[src/rtl/axi_xbar_pkg.sv]
// Shared types and helpers for the AXI crossbar channel blocks.
// Used by the R-channel crossbar and its round-robin arbiter.
package axi_xbar_pkg;

  typedef enum logic {
    IDLE  = 1'b0,
    BURST = 1'b1
  } xbar_state_e;

  localparam logic [1:0] RESP_OKAY   = 2'b00;
  localparam logic [1:0] RESP_DECERR = 2'b11;

  // Index width that stays at least one bit for a single requester.
  function automatic int s_idx_w(input int n);
    return (n > 1) ? $clog2(n) : 1;
  endfunction

  function automatic int ids_w(input int mtag_w, input int id_w);
    return mtag_w + id_w;
  endfunction

endpackage

[src/rtl/rr_arbiter.sv]
// Combinational rotating-priority search over N requesters.
// The lowest offset from ptr (with wrap) wins.
module rr_arbiter
  import axi_xbar_pkg::*;
#(
  parameter  int N = 3,
  localparam int W = s_idx_w(N)
) (
  input  logic [N-1:0] req,
  input  logic [W-1:0] ptr,
  output logic [W-1:0] gnt_idx,
  output logic         gnt_valid
);

  int idx;

  always_comb begin
    gnt_idx   = '0;
    gnt_valid = 1'b0;
    idx       = 0;
    // Walk from the far end so the nearest request overwrites last.
    for (int k = N - 1; k >= 0; k--) begin
      idx = int'(ptr) + k;
      if (idx >= N) idx = idx - N;
      if (req[idx]) begin
        gnt_idx   = W'(idx);
        gnt_valid = 1'b1;
      end
    end
  end

endmodule

[src/rtl/axi_r_xbar_rr.sv]
// AXI R-channel crossbar: NUM_S slaves to NUM_M masters,
// round-robin with burst lock, routed on the RID master tag.
module axi_r_xbar_rr
  import axi_xbar_pkg::*;
#(
  parameter  int NUM_S  = 3,
  parameter  int NUM_M  = 2,
  parameter  int ID_W   = 4,
  parameter  int MTAG_W = 4,
  parameter  int DATA_W = 32,
  localparam int IDS_W  = ids_w(MTAG_W, ID_W),
  localparam int SW     = s_idx_w(NUM_S)
) (
  input  logic                    ACLK,
  input  logic                    ARESETn,
  input  logic [NUM_S*IDS_W-1:0]  RID_S,
  input  logic [NUM_S*DATA_W-1:0] RDATA_S,
  input  logic [NUM_S*2-1:0]      RRESP_S,
  input  logic [NUM_S-1:0]        RLAST_S,
  input  logic [NUM_S-1:0]        RVALID_S,
  output logic [NUM_S-1:0]        RREADY_S,
  input  logic [NUM_M-1:0]        RREADY_M,
  output logic [NUM_M*ID_W-1:0]   RID_M,
  output logic [NUM_M*DATA_W-1:0] RDATA_M,
  output logic [NUM_M*2-1:0]      RRESP_M,
  output logic [NUM_M-1:0]        RLAST_M,
  output logic [NUM_M-1:0]        RVALID_M,
  output logic                    BUSY
);

  xbar_state_e state, state_n;

  logic [SW-1:0]     gnt, gnt_n;
  logic [SW-1:0]     rr_ptr, rr_ptr_n;
  logic [SW-1:0]     gnt_c, arb_idx;
  logic              arb_valid, gnt_v;
  logic              vld, last, legal;
  logic              route_ready, hs;
  logic [IDS_W-1:0]  rid;
  logic [MTAG_W-1:0] mtag;
  logic [DATA_W-1:0] data;
  logic [1:0]        resp;
  logic [NUM_M-1:0]  vm;

  function automatic logic [SW-1:0] ptr_inc(
    input logic [SW-1:0] p
  );
    return (p == SW'(NUM_S - 1)) ? '0 : p + SW'(1);
  endfunction

  rr_arbiter #(
    .N(NUM_S)
  ) u_arb (
    .req      (RVALID_S),
    .ptr      (rr_ptr),
    .gnt_idx  (arb_idx),
    .gnt_valid(arb_valid)
  );

  // Grant source and payload mux.
  always_comb begin
    gnt_c = (state == BURST) ? gnt : arb_idx;
    gnt_v = (state == BURST) || arb_valid;
    rid   = '0;
    data  = '0;
    resp  = RESP_OKAY;
    last  = 1'b0;
    vld   = 1'b0;
    for (int i = 0; i < NUM_S; i++) begin
      if (gnt_c == SW'(i)) begin
        rid  = RID_S[i*IDS_W +: IDS_W];
        data = RDATA_S[i*DATA_W +: DATA_W];
        resp = RRESP_S[i*2 +: 2];
        last = RLAST_S[i];
        vld  = gnt_v & RVALID_S[i];
      end
    end
  end

  // Steering; an unknown tag drains the beat with no master valid.
  always_comb begin
    mtag        = rid[IDS_W-1 -: MTAG_W];
    legal       = int'(mtag) < NUM_M;
    route_ready = !legal;
    vm          = '0;
    for (int m = 0; m < NUM_M; m++) begin
      if (legal && mtag == MTAG_W'(m)) begin
        vm[m]       = vld;
        route_ready = RREADY_M[m];
      end
    end
    hs = vld & route_ready;
    for (int i = 0; i < NUM_S; i++) begin
      RREADY_S[i] = hs && (gnt_c == SW'(i));
    end
  end

  assign RID_M    = {NUM_M{rid[ID_W-1:0]}};
  assign RDATA_M  = {NUM_M{data}};
  assign RRESP_M  = {NUM_M{resp}};
  assign RLAST_M  = {NUM_M{last}};
  assign RVALID_M = vm;
  assign BUSY     = (state == BURST);

  always_comb begin
    state_n  = state;
    gnt_n    = gnt;
    rr_ptr_n = rr_ptr;
    unique case (state)
      IDLE: begin
        if (vld) begin
          if (hs && last) begin
            rr_ptr_n = ptr_inc(gnt_c);
          end else begin
            state_n = BURST;
            gnt_n   = gnt_c;
          end
        end
      end
      BURST: begin
        if (hs && last) begin
          state_n  = IDLE;
          rr_ptr_n = ptr_inc(gnt);
        end
      end
      default: state_n = IDLE;
    endcase
  end

  always_ff @(posedge ACLK) begin
    if (!ARESETn) begin
      state  <= IDLE;
      gnt    <= '0;
      rr_ptr <= '0;
    end else begin
      state  <= state_n;
      gnt    <= gnt_n;
      rr_ptr <= rr_ptr_n;
    end
  end

endmodule

[config.mk]
export PLATFORM = sky130hd
export DESIGN_NAME = axi_r_xbar_rr
export DESIGN_NICKNAME = d
export VERILOG_FILES = /design/src/rtl/axi_xbar_pkg.sv /design/src/rtl/rr_arbiter.sv /design/src/rtl/axi_r_xbar_rr.sv
export SDC_FILE = /design/constraint.sdc
export NUM_CORES = 1
export LEC_CHECK = 0
export CORE_ASPECT_RATIO = 1.5
export CORE_MARGIN = 5
export CORE_UTILIZATION = 26
export CTS_BUF_LIST = sky130_fd_sc_hd__clkbuf_16
export DETAILED_ROUTE_END_ITERATION = 6
export GPL_TIMING_DRIVEN = 0
export PLACE_DENSITY = 0.82
export SLEW_MARGIN = 15
export SYNTH_ARGS = -nofsm -noshare
export SYNTH_HDL_FRONTEND = slang
export SYNTH_SLANG_ARGS = --single-unit
[constraint.sdc]
create_clock -name ACLK -period 4.05 [get_ports ACLK]
set_input_delay 0.81 -clock ACLK [delete_from_list [all_inputs] [get_ports ACLK]]
set_output_delay 0.81 -clock ACLK [all_outputs]
set_load 0.02 [all_outputs]
======== Yosys cells after proc, flatten, opt, wreduce, memory -nomap -nowiden ========
Cells that the tools add are included.
cells by class
  add/sub/neg operators ................... 7
  $lt $le $gt $ge ......................... 7
  equality and inequality tests ........... 7
  muxes and demuxes ....................... 47
  bitwise gates (word level) .............. 6
  reductions and logical operators ........ 12
operator list
  kind                                                                number
  2-to-1 mux 32 bit                                                   6
  < comparator 32 x 4 -> 1 bit, second input constant                 3
  greater-or-equal comparator 32 x 3 -> 1 bit, second input constant  2
  subtractor 32 x 3 -> 32 bit, second input constant                  2
  2-to-1 mux 2 bit                                                    12
  2-to-1 mux 8 bit                                                    3
  2-to-1 mux 1 bit                                                    21
  binary-select mux 1 bit (select 2 bit)                              3
  logical AND 1 bit                                                   6
  AND reduction 3 bit                                                 2
  adder 2 x 1 -> 2 bit, second input constant                         2
  AND 1 bit                                                           4
  == test 2 bit, second input constant                                2
  == test 4 x 1 -> 1 bit, second input constant                       1
  zero test 4 bit                                                     1
  < comparator 4 x 2 -> 1 bit, second input constant                  1
  inequality test 2 bit, second input constant                        2
  case mux 2 bit (2 select lines)                                     1
  adder 2 x 1 -> 3 bit, second input constant                         1
  adder 2 x 2 -> 3 bit, second input constant                         1
  subtractor 2 x 2 -> 3 bit, second input constant                    1
  == test 2 x 1 -> 1 bit, second input constant                       1
  greater-or-equal comparator 2 bit, second input constant            1
  zero test 2 bit                                                     1
  5 further kinds                                                     6
word-level totals
  register bits after elaboration ......... 5
  input bits .............................. 136
  output and inout port bits .............. 84
  word-level logic and storage cells ...... 89

======== Logic depth before layout (Yosys ltp) ========
  depth after elaboration ................. 23
  gate-level depth with buffers ........... 13

======== Modules after synthesis ========
From an unflattened synthesis, not the netlist that was laid out.
unflattened totals
  cell total of the unflattened synthesis .. 254
  area, all modules ....................... 1761.7 um^2
by module, submodules not included
  module         times used  cells an instance  area each (um^2)
  axi_r_xbar_rr  1           225                1539.0
  rr_arbiter     1           29                 222.7

======== Least setup slack after synthesis ========
No wires, ideal clock.
  kind .................................... input to output
  start point ............................. in RVALID_S[1]
  end point ............................... out RDATA_M[59]
  arrival time ............................ 2.823 ns
  data required time ...................... 3.240 ns
  path slack .............................. 0.417 ns
  stages .................................. 8
  buffers on the path ..................... 3
  path through ............................ mux2i_1 -> o221ai_2 -> a21oi_2 -> buf_2 -> buf_2 -> mux2i_1 -> o21ai_0 -> buf_4
on the way
  longest elaborated chain between the ends .. 11
  elaborated cells between the ends (all ways) .. 19
  those cells by class .................... eq/ne: 2; mux: 16; reduce/logical: 1
RTL lines
  what                                                 RTL line             source
  from (decl)                                          axi_r_xbar_rr.sv:20  input logic [NUM_S-1:0] RVALID_S,
  binary-select mux 1 bit (select 2 bit)               rr_arbiter.sv:25     if (req[idx]) begin
  2-to-1 mux 1 bit (not written as such) (2 in a row)  rr_arbiter.sv:25
  2-to-1 mux 2 bit (2 in a row)                        rr_arbiter.sv:25
  2-to-1 mux 2 bit (*)                                 rr_arbiter.sv:25
  2-to-1 mux 2 bit (*)                                 axi_r_xbar_rr.sv:62  gnt_c = (state == BURST) ? gnt : arb_idx;
  zero test 2 bit                                      axi_r_xbar_rr.sv:70  if (gnt_c == SW'(i)) begin
  2-to-1 mux 32 bit (2 in a row)                       axi_r_xbar_rr.sv:70
  2-to-1 mux 32 bit (*)                                axi_r_xbar_rr.sv:70
  to (decl)                                            axi_r_xbar_rr.sv:24  output logic [NUM_M*DATA_W-1:0] RDATA_M,
Every way passes the cells marked *; elsewhere a longest branch is shown, timed or not. The select of a mux whose other input is x is not followed.

======== Final worst setup path ========
  start point ............................. in RVALID_S[0]
  end point ............................... out RREADY_S[0]
on the way
  longest elaborated chain between the ends .. 17
  elaborated cells between the ends (all ways) .. 39
  those cells by class .................... order compare: 1; eq/ne: 3; mux: 24; bitwise: 4; reduce/logical: 7
RTL lines
  what                                                            RTL line                                  source
  binary-select mux 1 bit (select 2 bit)                          rr_arbiter.sv:25
  2-to-1 mux 1 bit (not written as such) (2 in a row)             rr_arbiter.sv:25
  2-to-1 mux 2 bit (3 in a row)                                   rr_arbiter.sv:25
  2-to-1 mux 2 bit                                                axi_r_xbar_rr.sv:62
  zero test 2 bit                                                 axi_r_xbar_rr.sv:70, axi_r_xbar_rr.sv:94
  2-to-1 mux 8 bit (3 in a row)                                   axi_r_xbar_rr.sv:70
  < comparator 4 x 2 -> 1 bit or zero test 4 bit (tied branches)  axi_r_xbar_rr.sv:83, axi_r_xbar_rr.sv:87
  zero test 1 bit or logical AND 1 bit (tied branches)            axi_r_xbar_rr.sv:84, axi_r_xbar_rr.sv:87
  2-to-1 mux 1 bit (2 in a row)                                   axi_r_xbar_rr.sv:87                       if (legal && mtag == MTAG_W'(m)) begin
  AND 1 bit                                                       axi_r_xbar_rr.sv:92                       hs = vld & route_ready;
  logical AND 1 bit (*)                                           axi_r_xbar_rr.sv:94                       RREADY_S[i] = hs && (gnt_c == SW'(i));
  to (decl)                                                       axi_r_xbar_rr.sv:21                       output logic [NUM_S-1:0] RREADY_S,
Marked as above.

==> impl_metrics.yaml <==
finish:
  final_nets: 621
  multi_input_area_um2: 1300
  seq_area_um2: 100
  nFillCells: 555
  diodes: 0
  layoutNonFillerInstCount: 557
  drive_above_1_share: 0.206
  synthToLayoutAreaGrowth_pct: 148
synth:
  synth_edf_count: 0
  synth_nets: 389
  post_synth_inst_count: 250
  ys_seq_area_frac: 0.0586
  yosysTopAreaCell: "mux2i_1"
  ys_async_sr_fraction: 0
  avgSynthCellArea_um2: 6.83
  ys_types: 41
  syn_area_um2: 1710
  synth_top_cell_area_share: 0.258
  ys.warnings.count: 0
  ys_ff_latch: 5
  synthTopCellsByArea: "mux2i_1, buf_4, o21ai_0"
  ys.flop_type: "dfxtp_1"
setup_path:
  cp.required_ns: 3.24
  cp.arrival_ns: 3.20
  r2r_start: "rr_ptr[0]$_SDFFE_PN0P_"
  worstRegToRegCells: 13
  worst_setup_path_end_kind: "output pin"
  r2r-end: "gnt[1]$_SDFFE_PN0P_"
  startpoint_type: "input pin"
  critical_path_class: "in -> out"
  rrSetupSlack_ns: 1.06
  cp_max_fo: 10
power_and_ir_drop:
  swShare: 0.485
  total_power_uw: 3020
  power_frac_comb: 0.921
  switching_power_uw: 1470
  power.density_nw_per_um2: 713
  leakage_uw: 0.00185
  pwr-share-seq: 0.027
  ir_drop_uv: 478
  p_int_uw: 1550
  clkPwrFrac: 0.052
global_route:
  grt_pass1_wl_um: 13900
  use_met2: 0.407
  grt_pass1_vias: 2776
  overflow: 0
  met3_usage: 0.0818
  use_met1: 0.201
  grt_busiest_layer: "met2"
  antenna_found_initial: 0
  grt_max_degree: 11
  track_usage: 0.208
routing:
  drt-initial-drc-count: 109
  vias: 2674
  via_per_inst: 4.80
  drt_first_pass_iters: 4
  drc: 0
  drtAntennaViolNets: 0
  wl_per_cell_um: 17.3
  routed_wl_um: 9650
clock_network:
  clk-insertion-delay-late_ns: 0.23
  clkTransAtPathRegs_ns: 0.03
  tritoncts: "done"
  clock_path_buffers: 2
  cts-root-buf: "clkbuf_16"
  htreeDepth: 1
  numCtsBuffers: 3
  cts_sinks: 5
placement:
  pre_cts_ws_ns: -1.08
  globalplace.congestion: 0.859
  hpwl_um: 8140
  place_inst: 544
  io_buffer_count: 218
sta:
  worst_slew_margin_rel: 0.616
  worst_pin_slew_ns: 0.569
  clock_skew_ns: 0.000787
  layout_setup_ws_ns: 0.0375
  timing.fmax_mhz: 249
  post-route-min-period_ns: 4.01
  post-route-period-util: 0.991
  setup_viol: 0
  hold_violations: 0
  slew_viol_final: 0
  tns_ns: 0
worst_hold_path:
  hold_start: "gnt[0]$_SDFFE_PN0P_"
  hold_depth: 2
  min_to: "gnt[0]$_SDFFE_PN0P_"
  min_path_type: "reg -> reg"
die:
  start_util: 0.265
  dieArea_um2: 8320
  die_h_um: 109
  io_pins: 220
  rows: 36
  core_um2: 6440
  die_x_um: 76.2
outcome:
  status: "complete, no violations"
flow_run:
  maxCapViolations: 0
-- metrics by stage --
step           cell area, um^2   util  hold slack [ns]
2_1_floorplan             1710      -            0.447
3_3_place_gp              3990  0.619            0.468
3_5_place_dp              3990  0.619            0.476
4_1_cts                   4140  0.643            0.490
5_1_grt                   4240  0.658            0.533
6_report                  4240  0.658            0.496
-- layout make-up --
type                            instances  share of cell area
Multi-Input combinational cell        181               0.308
Buffer                                 56               0.100
Tap cell                               76              0.0224
Clock buffer                            3              0.0177
Inverter                                8             0.00709
Timing Repair Buffer                  227               0.520
Sequential cell                         5              0.0236
Clock inverter                          1            0.000886
-- power groups by stage --
stage | Clock, uW | Combinational, uW | Sequential (uW)
3_5_place_dp | 0 | 2710 | 78.8
2_1_floorplan | 0 | 1540 | 79.7
3_3_place_gp | 0 | 2690 | 78.3
5_1_grt | 163 | 2950 | 83.3
6_report | 158 | 2780 | 80.4
4_1_cts | 160 | 2730 | 80.3
-- synth_stat cells, types with 3 or more instances --
| library cell | n |
|---|---|
| mux2i_1 | 44 |
| nand2b_1 | 3 |
| o21ai_0 | 40 |
| inv_1 | 6 |
| ha_1 | 3 |
| nand2_1 | 46 |
| nor2_1 | 8 |
| clkbuf_1 | 8 |
| buf_2 | 5 |
| buf_4 | 40 |
| dfxtp_1 | 5 |
-- per-layer routing --
| metal | wire length [um] | up-vias |
|---|---|---|
| met5 | 0 | - |
| li1 | - | 1299 |
| met2 | 5410 | 141 |
| met3 | 891 | 18 |
| met1 | 3150 | 1216 |
| met4 | 198 | 0 |
-- worst max-delay path: stages --
cell and delay, ns:
clkdlybuf4s15_1 0.27, nor3b_4 0.29, nor3b_2 0.09, a32o_2 0.30
clkbuf_4 0.20, o311ai_0 0.19, o31ai_1 0.24, a211oi_2 0.26
buf_4 0.17, nand2b_1 0.15, nor3_2 0.05, buf_4 0.16
-- repair_timing --
item,CTS,global route
hold buffers,0,0
gates resized for setup,94,43
buffers inserted,6,3
endpoints found under the setup margin,83,36
pin swaps,6,3
-- layout by cell type (no fill, tap or decap), drive strengths merged, types with 2 or more instances in the layout --
master	synthesis	layout
nor3b	3	3
buf	48	64
clkdlybuf4s50	0	172
nand2b	3	3
nand4	2	2
mux2i	45	45
a21boi	2	2
dlymetal6s2s	0	7
a32oi	2	2
inv	7	8
a31oi	2	2
o21ai	41	41
a21o	2	2
nand3	2	2
dfxtp	5	5
clkdlybuf4s15	0	3
dlygate4sd2	0	26
nor3	2	2
nor2	8	8
nand2	46	46
a21oi	3	3
ha	3	3
clkbuf	8	14
nor4	2	2
nor2b	2	2
o31ai	2	2
-- worst max-delay path by stage --
stage / from / endpoint / slack (ns) / depth (start not counted)
6_report: RVALID_S[0] / RREADY_S[0] / 0.04 / 12
5_1_grt: RVALID_S[0] / RREADY_S[0] / -0.1 / 12
4_1_cts: RVALID_S[2] / RID_M[6] / 0.003 / 10
3_5_place_dp: RVALID_S[1] / RDATA_M[58] / -1.08 / 11
3_3_place_gp: RVALID_S[1] / RDATA_M[58] / -1.06 / 11
2_1_floorplan: RVALID_S[1] / RDATA_M[59] / 0.42 / 8
-- state kept, by name, indices dropped and copies added (netlist names) --
signal / flops
BUSY: 1
rr_ptr: 2
gnt: 2
-- cells by family (layout without fill, tap and decap cells) --
group	Yosys count	count (layout)	share of synthesized area
buffers and inverters	64	295	0.241
AO/OA/AOI/OAI	63	63	0.233
multiplexers	45	45	0.266
flip-flops	5	5	0.0586
adder cells (fa/ha/maj)	3	3	0.0220
AND/OR/NAND/NOR	70	70	0.179
Note: power is estimated with default switching activity, not from simulation.
